===== src/rtl/s_16bit_unfold.sv =====
// Rebuilds 16-bit words a/b from a low-half beat followed by an XOR-folded beat.
// Output is registered (1-cycle latency); input stalls only on the folded beat while the output is held.
module s_16bit_unfold #(
   parameter int CNT_W = 8
) (
   input  logic             clk,
   input  logic             rst,
   input  logic             in_valid,
   output logic             in_ready,
   input  logic             in_sof,
   input  logic [7:0]       in_x,
   input  logic [7:0]       in_y,
   output logic             out_valid,
   input  logic             out_ready,
   output logic [15:0]      a,
   output logic [15:0]      b,
   output logic [CNT_W-1:0] drop_cnt
);

   typedef enum logic {LO = 1'b0, HI = 1'b1} state_t;

   state_t           state_q, state_d;
   logic [7:0]       lo_x_q, lo_x_d;
   logic [7:0]       lo_y_q, lo_y_d;
   logic             out_valid_q, out_valid_d;
   logic [15:0]      a_q, a_d;
   logic [15:0]      b_q, b_d;
   logic [CNT_W-1:0] drop_q, drop_d;
   logic             acc;
   logic             drop_inc;

   always_ff @(posedge clk or posedge rst) begin
      if (rst) begin
         state_q     <= LO;
         lo_x_q      <= '0;
         lo_y_q      <= '0;
         out_valid_q <= 1'b0;
         a_q         <= '0;
         b_q         <= '0;
         drop_q      <= '0;
      end else begin
         state_q     <= state_d;
         lo_x_q      <= lo_x_d;
         lo_y_q      <= lo_y_d;
         out_valid_q <= out_valid_d;
         a_q         <= a_d;
         b_q         <= b_d;
         drop_q      <= drop_d;
      end
   end

   always_comb begin
      state_d     = state_q;
      lo_x_d      = lo_x_q;
      lo_y_d      = lo_y_q;
      out_valid_d = out_valid_q;
      a_d         = a_q;
      b_d         = b_q;
      drop_d      = drop_q;
      drop_inc    = 1'b0;

      // Low beats never need the output register, so only HI can stall.
      in_ready = (state_q == LO) || !out_valid_q || out_ready;
      acc      = in_valid && in_ready;

      if (out_valid_q && out_ready) begin
         out_valid_d = 1'b0;
      end

      case (state_q)
         LO: begin
            if (acc) begin
               if (in_sof) begin
                  lo_x_d  = in_x;
                  lo_y_d  = in_y;
                  state_d = HI;
               end else begin
                  drop_inc = 1'b1;
               end
            end
         end
         HI: begin
            if (acc) begin
               if (in_sof) begin
                  // Resync: previous low halves are abandoned in favour of the new ones.
                  drop_inc = 1'b1;
                  lo_x_d   = in_x;
                  lo_y_d   = in_y;
               end else begin
                  a_d         = {in_x ^ lo_x_q, lo_x_q};
                  b_d         = {in_y ^ lo_y_q, lo_y_q};
                  out_valid_d = 1'b1;
                  state_d     = LO;
               end
            end
         end
      endcase

      if (drop_inc && (drop_q != {CNT_W{1'b1}})) begin
         drop_d = drop_q + CNT_W'(1);
      end
   end

   assign out_valid = out_valid_q;
   assign a         = a_q;
   assign b         = b_q;
   assign drop_cnt  = drop_q;

endmodule


===== config.mk =====
export PLATFORM = sky130hd
export DESIGN_NAME = s_16bit_unfold
export DESIGN_NICKNAME = d
export VERILOG_FILES = /design/src/rtl/s_16bit_unfold.sv
export SDC_FILE = /design/constraint.sdc
export NUM_CORES = 1
export LEC_CHECK = 0
export BUFFER_PORTS_ARGS = -buffer_cell sky130_fd_sc_hd__buf_2
export CAP_MARGIN = 20
export CORE_MARGIN = 2
export CORE_UTILIZATION = 32
export DETAILED_ROUTE_END_ITERATION = 12
export PLACE_DENSITY = 0.54
export RECOVER_POWER = 50
export SLEW_MARGIN = 20
export SYNTH_ARGS = -nofsm -noshare
export SYNTH_HDL_FRONTEND = slang
export SYNTH_SLANG_ARGS = --single-unit

===== constraint.sdc =====
create_clock -name clk -period 2.7 [get_ports clk]
set_input_delay 0.27 -clock clk [delete_from_list [all_inputs] [get_ports clk]]
set_output_delay 0.27 -clock clk [all_outputs]
set_load 0.01 [all_outputs]

==> flow_summary_export.csv <==
group,metric,value,unit
run_status,outcome,"complete, no violations",
floorplanning,fp.dieArea,8380,sq um
route,ant_nets,0,
clock_tree,hold_buffers,0,
clock_tree,cts_setup_buffers,0,
logic_synthesis,synth_area,2450,sq um
global_routing,grt_use_total,12.0,%
setup_path,endpoint_kind,"flip-flop",
floorplanning,die_h,91.5,um
sta,fin_crit_sh,63.3,%
setup_path,startpoint_type,"flip-flop",
run,max_cap_viol_count,0,
logic_synthesis,ys_seq_area_share,59.2,%
floorplanning,die_width,91.5,um
sta,timing.slew.headroom,5.72,%
layout,final_cell_mix,"dfrtp_1, buf_2, mux2_2, xnor2_1, clkbuf_1",
layout,nFillCells,730,
clock_tree,insertion_delay,0.32,ns
route,drt_wl_total,4550,um
logic_synthesis,yosys_warnings,0,
place,place_congestion,0.648,
power_and_ir_drop,finalPower,2670,uW
sta,hold_viol_final,0,
route,routedWlPerCell,12.7,um
logic_synthesis,synth_cell_types,27,
clock_tree,cts.path.max_buffers,2,
sta,slew_violations,0,
place,portBuffers,62,
setup_path,arrival,1.92,ns
sta,final-setup-viol-count,0,
logic_synthesis,synthesis.nets,209,
logic_synthesis,synth_top_area_cell,"dfrtp_1",
global_routing,grtUsageMet2,16.8,%
clock_tree,clkSinkCount,58,
place,place_area,2850,sq um
sta,fmax,0.586,GHz
logic_synthesis,synth_edf_count,0,
logic_synthesis,synth_top_flop_cell,"dfrtp_1",
global_routing,antenna_found_initial,0,
layout,fin_area,3000,sq um
worst_hold_path,hold_class,"input port to flip-flop",
global_routing,grt_pass1_vias,1575,
sta,rsz0062_at_grt,"false",
global_routing,grt_pass1_wl,7760,um
setup_path,critPathMaxFanout,48,
power_and_ir_drop,vdd_drop_max,363,uV
layout,antennaDiodeCount,0,
sta,layout_min_cycle_time,1.71,ns
layout,multiInputGateArea,950,sq um
sta,worst_slew_pin_slew,1.41,ns
setup_path,crit_required,2.91,ns
clock_tree,clkTransAtPathRegs,0.07,ns
clock_tree,htreeDepth,3,
setup_path,critical_path_class,"flip-flop to flip-flop",
layout,mostFrequentLayoutCell,"dfrtp_1",
logic_synthesis,synth_top_area_share,59.2,%
layout,area_growth,22.2,%
layout,register_area,1450,sq um
route,dr_total_vias,1613,
sta,fin_worst_skew,0.00514,ns
route,viasPerCell,4.49,
floorplanning,core_area,7330,sq um
route,drc,0,
layout,nets,277,
global_routing,use_met1,16.3,%
clock_tree,cts_root_buf,"clkbuf_8",
clock_tree,cts_made_buffers,9,
logic_synthesis,synthTopCellsByArea,"dfrtp_1, mux2_2, xnor2_1",
logic_synthesis,synth-seq-cells,58,
setup_path,rrSetupSlack,0.99,ns
floorplanning,rows,31,
layout,instances_no_fill,359,
place,post-place-ws,1.01,ns
logic_synthesis,synthesis.area_per_instance,13.1,sq um
clock_tree,cts_tree,"done",
sta,fin_setup_tns,0,ns
place,dp_cells,343,
layout,drive_above_1_share,38.8,%
sta,setup_ws,0.992,ns
clock_tree,post_cts_resized,0,
global_routing,met3_usage,3.82,%
floorplanning,initial_utilization,33.5,%
power_and_ir_drop,powerDensity,892,nW/um^2
floorplanning,ioPinCount,63,
global_routing,grt_overflow,0,
logic_synthesis,syn_inst,187,
global_routing,grt_start_max_net_pins,59,
route,firstDrtPassIters,4,
route,initialDrtViolationCount,51,
logic_synthesis,synthArstFlopShare,100,%
power_and_ir_drop,power.leakage,0.00131,uW
global_routing,busiest_layer,"met2",
-- power by group --
part / total (uW) / internal [uW] / switching [uW]
Clock: 686 / 349 / 337
Combinational: 699 / 353 / 345
Sequential: 1290 / 1120 / 172
Total: 2670 / 1820 / 854
-- state kept, by name (all words and copies together), names as in the netlist, named ones only --
register,flops
b,16
out_valid,1
lo_y_q,8
a,16
drop_cnt,8
lo_x_q,8
-- final timing paths --
check	to	cells past startpoint	from
worst max register to register	b[0]	4	flip-flop
min in group asynchronous	a[7]	3	rst
worst max-delay path	b[0]	4	flip-flop
worst min-delay path	lo_y_q[2]	2	in_y[2]
worst min register to register	b[4]	1	b[4]
max in group asynchronous	lo_y_q[4]	3	rst
-- per-layer routing --
layer  up-vias  share of wire (%)
met5         -                  0
met4         0                1.4
met3         6                5.2
met2        41                 44
met1       781                 49
li1        785                  -
-- synth_stat cells (2+ instances only) --
library cell / count
xnor2_1: 20
buf_4: 2
buf_6: 2
mux2_2: 33
nand3_1: 3
nand2b_1: 3
dfrtp_1: 58
nand2_1: 9
mux2_1: 2
nand4_1: 6
buf_2: 2
nor2_1: 16
and3_1: 2
a21oi_1: 16
-- stage by stage --
stage / util, % / hold slack, ns
floorplan: - / 0.422
global placement: 38.9 / 0.489
detailed placement: 38.9 / 0.493
CTS: 41.3 / 0.164
global route: 40.9 / 0.187
finish: 40.9 / 0.201
-- cell type report --
cell class	instances	share of cell area, %
Multi-Input combinational cell	121	31.7
Tap cell	99	4.13
Inverter	1	0.125
Timing Repair Buffer	64	9.97
Sequential cell	58	48.4
Clock inverter	6	1.09
Clock buffer	10	4.59
-- critical path, stage by stage, from the launching register on --
cell and delay (ns):
dfrtp_1 0.46, nand3b_1 0.18, nor2_4 0.10, buf_4 0.43, mux2_2 0.39
-- kinds of logic (layout without fill, tap and decap cells) --
| family | after synthesis | in the layout | share of synthesized area, % |
|---|---|---|---|
| flops | 58 | 58 | 59.2 |
| simple gates | 45 | 45 | 9.24 |
| mux | 36 | 36 | 16.7 |
| xor+xnor | 20 | 20 | 7.14 |
| compound gates | 19 | 19 | 4.95 |
| buf+inv | 8 | 81 | 2.30 |
| fa+ha+maj | 1 | 1 | 0.510 |
No activity file was read; power rests on OpenSTA's default activity.
